--- src/rtl/uart_rx.sv ---
// 8N1 serial receiver (optional even parity via UART_RX_PARITY_EN) with a
// 2-flop input synchronizer, registered status strobes and FSM debug outputs.
module uart_rx #(
  parameter int CLKS_PER_BIT = 434
) (
  input  logic       CLOCK_50,
  input  logic       Reset,
  input  logic       Serial_Data,
  output logic [7:0] Output_Data,
  output logic       Data_Valid,
  output logic       Framing_Error,
  output logic       Parity_Error,
  output logic [1:0] State,
  output logic       sm_Transition_Flag
);

  localparam int HALF = CLKS_PER_BIT / 2;
  localparam int CW   = $clog2(CLKS_PER_BIT);
`ifdef UART_RX_PARITY_EN
  localparam int NBITS = 9;
`else
  localparam int NBITS = 8;
`endif
  localparam logic [CW-1:0] CNT_LAST = CW'(CLKS_PER_BIT - 1);
  localparam logic [CW-1:0] CNT_HALF = CW'(HALF - 1);
  localparam logic [3:0]    BIT_LAST = 4'(NBITS - 1);

  typedef enum logic [1:0] {
    S_IDLE  = 2'd0,
    S_START = 2'd1,
    S_DATA  = 2'd2,
    S_STOP  = 2'd3
  } state_e;

  state_e        state_q, state_d;
  logic          sync1_q, sync2_q;
  logic          armed_q, armed_d;
  logic [CW-1:0] cnt_q, cnt_d;
  logic [3:0]    bit_q, bit_d;
  logic [7:0]    shift_q, shift_d;
  logic [7:0]    out_q, out_d;
  logic          valid_q, valid_d;
  logic          ferr_q, ferr_d;
  logic          flag_q, flag_d;
  logic          par_ok_s;
`ifdef UART_RX_PARITY_EN
  logic          par_q, par_d;
  logic          perr_q, perr_d;

  function automatic logic even_parity(input logic [7:0] d);
    return ^d;
  endfunction

  assign par_ok_s = (even_parity(shift_q) == par_q);
`else
  assign par_ok_s = 1'b1;
`endif

  // Next-state and strobe generation
  always_comb begin
    state_d = state_q;
    armed_d = armed_q;
    cnt_d   = cnt_q;
    bit_d   = bit_q;
    shift_d = shift_q;
    out_d   = out_q;
    valid_d = 1'b0;
    ferr_d  = 1'b0;
`ifdef UART_RX_PARITY_EN
    par_d   = par_q;
    perr_d  = 1'b0;
`endif
    case (state_q)
      S_IDLE: begin
        cnt_d = '0;
        bit_d = 4'd0;
        if (sync2_q) begin
          armed_d = 1'b1;
        end else if (armed_q) begin
          state_d = S_START;
        end else begin
          state_d = S_IDLE;
        end
      end
      S_START: begin
        if (cnt_q == CNT_HALF) begin
          cnt_d   = '0;
          state_d = sync2_q ? S_IDLE : S_DATA;
        end else begin
          cnt_d = cnt_q + CW'(1);
        end
      end
      S_DATA: begin
        if (cnt_q == CNT_LAST) begin
          cnt_d = '0;
          bit_d = bit_q + 4'd1;
`ifdef UART_RX_PARITY_EN
          if (bit_q == 4'd8) begin
            par_d = sync2_q;
          end else begin
            shift_d = {sync2_q, shift_q[7:1]};
          end
`else
          shift_d = {sync2_q, shift_q[7:1]};
`endif
          if (bit_q == BIT_LAST) begin
            state_d = S_STOP;
          end else begin
            state_d = S_DATA;
          end
        end else begin
          cnt_d = cnt_q + CW'(1);
        end
      end
      S_STOP: begin
        if (cnt_q == CNT_LAST) begin
          cnt_d   = '0;
          bit_d   = 4'd0;
          state_d = S_IDLE;
          if (!sync2_q) begin
            // Break or bad stop: disarm until the line goes high again
            ferr_d  = 1'b1;
            armed_d = 1'b0;
          end else if (par_ok_s) begin
            out_d   = shift_q;
            valid_d = 1'b1;
          end else begin
`ifdef UART_RX_PARITY_EN
            perr_d = 1'b1;
`endif
          end
        end else begin
          cnt_d = cnt_q + CW'(1);
        end
      end
      default: begin
        state_d = S_IDLE;
      end
    endcase
    flag_d = (state_d != state_q);
  end

  // State, datapath and output registers
  always_ff @(posedge CLOCK_50) begin
    if (Reset) begin
      state_q <= S_IDLE;
      sync1_q <= 1'b1;
      sync2_q <= 1'b1;
      armed_q <= 1'b0;
      cnt_q   <= '0;
      bit_q   <= 4'd0;
      shift_q <= 8'd0;
      out_q   <= 8'd0;
      valid_q <= 1'b0;
      ferr_q  <= 1'b0;
      flag_q  <= 1'b0;
`ifdef UART_RX_PARITY_EN
      par_q   <= 1'b0;
      perr_q  <= 1'b0;
`endif
    end else begin
      state_q <= state_d;
      sync1_q <= Serial_Data;
      sync2_q <= sync1_q;
      armed_q <= armed_d;
      cnt_q   <= cnt_d;
      bit_q   <= bit_d;
      shift_q <= shift_d;
      out_q   <= out_d;
      valid_q <= valid_d;
      ferr_q  <= ferr_d;
      flag_q  <= flag_d;
`ifdef UART_RX_PARITY_EN
      par_q   <= par_d;
      perr_q  <= perr_d;
`endif
    end
  end

  assign Output_Data        = out_q;
  assign Data_Valid         = valid_q;
  assign Framing_Error      = ferr_q;
  assign State              = state_q;
  assign sm_Transition_Flag = flag_q;
`ifdef UART_RX_PARITY_EN
  assign Parity_Error = perr_q;
`else
  assign Parity_Error = 1'b0;
`endif

endmodule

--- config.mk ---
export PLATFORM = sky130hd
export DESIGN_NAME = uart_rx
export DESIGN_NICKNAME = d
export VERILOG_FILES = /design/src/rtl/uart_rx.sv
export SDC_FILE = /design/constraint.sdc
export NUM_CORES = 1
export LEC_CHECK = 0
export CORE_UTILIZATION = 59
export CTS_CLUSTER_DIAMETER = 80
export DETAILED_ROUTE_END_ITERATION = 16
export PLACE_DENSITY_LB_ADDON = 0.12
export SLEW_MARGIN = 20
export SYNTH_ARGS = -nofsm -noshare
export SYNTH_HDL_FRONTEND = slang
export SYNTH_SLANG_ARGS = --single-unit
export TNS_END_PERCENT = 1
--- constraint.sdc ---
create_clock -name CLOCK_50 -period 3.8 [get_ports CLOCK_50]
set_clock_uncertainty 0.05 [all_clocks]
set_input_delay 0.57 -clock CLOCK_50 [delete_from_list [all_inputs] [get_ports CLOCK_50]]
set_output_delay 0.57 -clock CLOCK_50 [all_outputs]
set_load 0.05 [all_outputs]
**Yosys cells after proc, flatten, opt, wreduce, memory -nomap -nowiden**

Index checks and enable logic that the tools add are counted.

- $add $sub $neg: 2
- Eq/ne operators: 11
- Mux-type cells: 20
- Bitwise operators: 2
- Reduce and logical (&&, ||, !) cells: 9

Operators with widths:

| cell | number |
|---|---|
| $pmux W9 S3 | 1 |
| $mux W9 | 2 |
| $pmux W4 S3 | 1 |
| $mux W2 | 5 |
| $add A9 B1 Y9 const B | 1 |
| $eq A9 B8 Y1 const B | 1 |
| $eq A9 B9 Y1 const B | 1 |
| $mux W4 | 2 |
| $ne A2 B2 Y1 const B | 4 |
| $pmux W2 S4 | 1 |
| $mux W1 | 7 |
| $reduce_and A3 Y1 | 2 |
| $add A4 B1 Y4 const B | 1 |
| $eq A2 B2 Y1 const B | 2 |
| $eq A4 B3 Y1 const B | 1 |
| $reduce_and A4 Y1 | 1 |
| $reduce_bool A3 Y1 | 1 |
| $reduce_or A3 Y1 | 1 |
| $eq A2 B1 Y1 const B | 1 |
| $logic_not A2 Y1 | 1 |
| $ne A2 B2 Y1 | 1 |
| $not A1 Y1 | 2 |
| $pmux W1 S2 | 1 |
| $reduce_and A2 Y1 | 1 |
| other kinds (2) | 2 |

- Register bits after elaboration: 37
- Input port bits: 3
- Output and inout bits: 14
- Word-level logic and storage cells: 55

**Longest topological paths before layout**

- Depth after elaboration: 5
- Gate-level depth with buffers: 7
- Mapped depth without buffers: 6

**Worst setup path before layout**

OpenSTA, ideal clock, no wires.

- Path type: register to register
- From: register state_q[0], in the netlist State[0]
- To: register out_q[0], in the netlist Output_Data[0]
- Setup time: 0.128 ns
- Arrival: 1.888 ns
- Data required time: 3.622 ns
- Path slack: 1.735 ns
- Cell stages (with the launch flop): 6
- Path buffers: 1
- Clock period less this slack: 2.065 ns
- Cells stage by stage: dfxtp_1 > clkbuf_1 > nand2_1 > nor4_4 > mux2i_1 > nor2_1

- Cells in the longest elaborated chain, start to end: 2

Ends and longest elaborated chain:

| what | RTL line | RTL |
|---|---|---|
| start: declaration | 35 | `state_e state_q, state_d;` |
| start signal: assignment | 162 | `state_q <= state_d;` |
| $eq A2 B2 Y1 | 73 | `case (state_q)` |
| $reduce_and A3 Y1 (no source line) | - |  |
| end signal: assignment | 169 | `out_q <= out_d;` |
| end: declaration | 41 | `logic [7:0] out_q, out_d;` |

Every way passes these cells.
A chain may end at the register's enable or synchronous reset.

**Final worst setup path**

- From: register state_q[1], in the netlist State[1]
- To: output port State[1]

RTL lines:

| what | RTL line | RTL |
|---|---|---|
| end: declaration | 13 | `output logic [1:0] State,` |

No word-level cell between the ends.

==> results.yml <==
die:
  core_um2: 2500
  fp.dieW_um: 53.6
  chipHeight_um: 53.6
  start_util_pct: 62.9
  pin_count: 17
  die-area_um2: 2870
  rows: 18
clock_network:
  clk_pin_slew_ns: 0.12
  ctsResizeCount: 0
  cts.path.max_buffers: 2
  root_buffer: "clkbuf_4"
  numCtsBuffers: 5
  holdBufCountCts: 0
  worstSkewPairLatency_ns: 0.35
  cts_htree_levels: 2
  cts_tree: "done"
  clock_sinks: 37
  cts_setup_buffers: 0
power:
  peakVddDrop_mv: 0.378
  power_mw: 0.708
  powerDensity_nw_per_um2: 387
  leakagePower_nw: 0.593
flow_run:
  cap_violations: 0
cells_and_area:
  syn_to_final_growth_pct: 16.6
  antenna_cells: 0
  drive_above_1_share_pct: 8.11
  nNetsFinal: 191
  fillers: 186
yosys:
  synthCells: 167
  ys_ff_latch: 37
  synth_most_common_cell: "dfxtp_1"
  ys_types: 36
  seq_area_frac_synth_pct: 47.1
  synth-edff-count: 0
  synth_mux_area_share_pct: 10.2
  synth-simple-area-share_pct: 25.6
  synth_top_family_by_area: "simple AND/OR/NAND/NOR gates"
  synth_area_per_cell_um2: 9.41
  syn-num-nets: 174
  synth_compound_area_share_pct: 6.53
  synth_area_um2: 1570
  synth_top_area_share_pct: 47.1
  synth_area_leaders: "dfxtp_1, mux2i_1, nor2_1, ha_1, xnor2_1"
  synth_fa_ha_area_share_pct: 3.18
  synth_xor_area_share_pct: 3.90
  synthTopCellsByCount: "dfxtp_1, nor2_1, mux2i_1, nand2_1, nand3_1"
  synth_flop_cell: "dfxtp_1"
  synth_area_leader_cell: "dfxtp_1"
  ys_warn_count: 0
  async_reset_ff_share_pct: 0
timing:
  max-slew-margin-rel_pct: 48.7
  fin_crit_ns: 2.41
  setup_viol: 0
  worstMarginPinSlew_ns: 0.763
  hold_violations: 0
  post-route-period-util_pct: 63.5
  setup_tns_ns: 0
  fmax_mhz: 414
  drv_slew: 0
  rsz0062_at_grt: "no"
  layout_setup_ws_ns: 1.39
  fin_hold_ws_ns: 0.392
global_routing:
  grt_max_degree: 20
  grt_use_total_pct: 24.0
  grt_pass1_wl_um: 4890
  grt_remaining_overflow: 0
  antenna_found_initial: 0
  grt_pass1_vias: 1105
detailed_routing:
  routed_wirelength_um: 3000
  wl_per_cell_um: 13.9
  vias_per_cell: 5.79
  drt-initial-drc-count: 21
  vias: 1244
  detail_route.first_pass.iterations: 4
  drc: 0
  detail-route-antenna-nets: 0
worst_setup_path:
  cp-end-kind: "output port"
  crit_arrival_ns: 1.79
  critPathKind: "reg -> out"
  cp_top_family: "buffers and inverters"
  critPathBufInv: 1
  required_ns: 3.18
  crit_fanout: 13
  crit_chain: "clkdlybuf4s50_1"
  start_kind: "flip-flop"
  cpPeakStageDelay_ns: 0.87
  cp_slowest_cell: "clkdlybuf4s50_1"
hold_path:
  min_path_type: "reg -> reg"
placement:
  hpwl_um: 2060
  portBuffers: 15
  place.gp.congestion: 0.769
  pre_cts_ws_ns: 1.60
outcome:
  status: "finished clean"
-- routing by layer --
layer	part of all wire, %	global-route usage (%)	up-vias
met5	0	0	-
met4	1.1	13.6	0
met1	48	29.9	606
met2	48	37.3	30
li1	-	-	604
met3	3.1	6.50	4
-- worst paths after layout --
path                  from             end  slack [ns]  cells after the start
hold reg to reg    sync1_q         sync2_q        0.39                      1
hold / removal     sync1_q         sync2_q        0.39                      1
setup reg to reg  cnt_q[2]  Output_Data[4]        1.63                      4
setup / recovery  State[1]        State[1]        1.39                      1
-- cells by family after synthesis --
family                     count (synthesis)
and+or+nand+nor                           74
DFF                                       37
AOI/OAI and AO/OA                         16
muxes                                     16
buffers and inverters                     12
xor gates and xnor gates                   7
adders and majority gates                  4
other                                      1
-- cell type report --
type | instances | area, µm² | share of cell area (%)
multi-input cells | 118 | 781 | 42.6
flip-flops and latches | 37 | 741 | 40.4
repair buffers | 17 | 165 | 9.02
clock buffers | 6 | 51.3 | 2.80
clock inverters | 2 | 37.5 | 2.05
well taps | 30 | 37.5 | 2.05
inverters | 5 | 18.8 | 1.02
-- flip-flops by register name, indices dropped and copies added (netlist names) --
signal and count:
armed_q 1, sm_Transition_Flag 1, Framing_Error 1, Output_Data 8, cnt_q 9, bit_q 4, Data_Valid 1, sync2_q 1
State 2, sync1_q 1, shift_q 8
-- cell usage in the layout (no fill, tap or decap), types with 3 or more instances in the layout --
master and n:
inv_1 5, o21ai_0 4, nor3_1 5, clkdlybuf4s50_1 15
xnor2_1 5, nand2b_1 4, nor2_1 31, a21oi_1 4
dfxtp_1 37, nor4_1 3, nand3_1 6, ha_1 4
nand2_1 7, clkbuf_4 5, mux2i_1 16, nor2b_1 3
-- power breakdown --
group | switching, mW | internal [mW] | leakage [nW]
clock | 0.137 | 0.156 | 0.0445
combinational | 0.0138 | 0.00745 | 0.250
sequential | 0.00274 | 0.390 | 0.299
-- per-stage QoR --
stage	util [%]	instances	instance area [µm²]
after floorplan	-	167	1570
after global placement	69.7	207	1740
after detailed placement	69.7	207	1740
after CTS	73.3	215	1830
after global routing	73.3	215	1830
final	73.3	215	1830
Power figures use the tool's default switching activity.
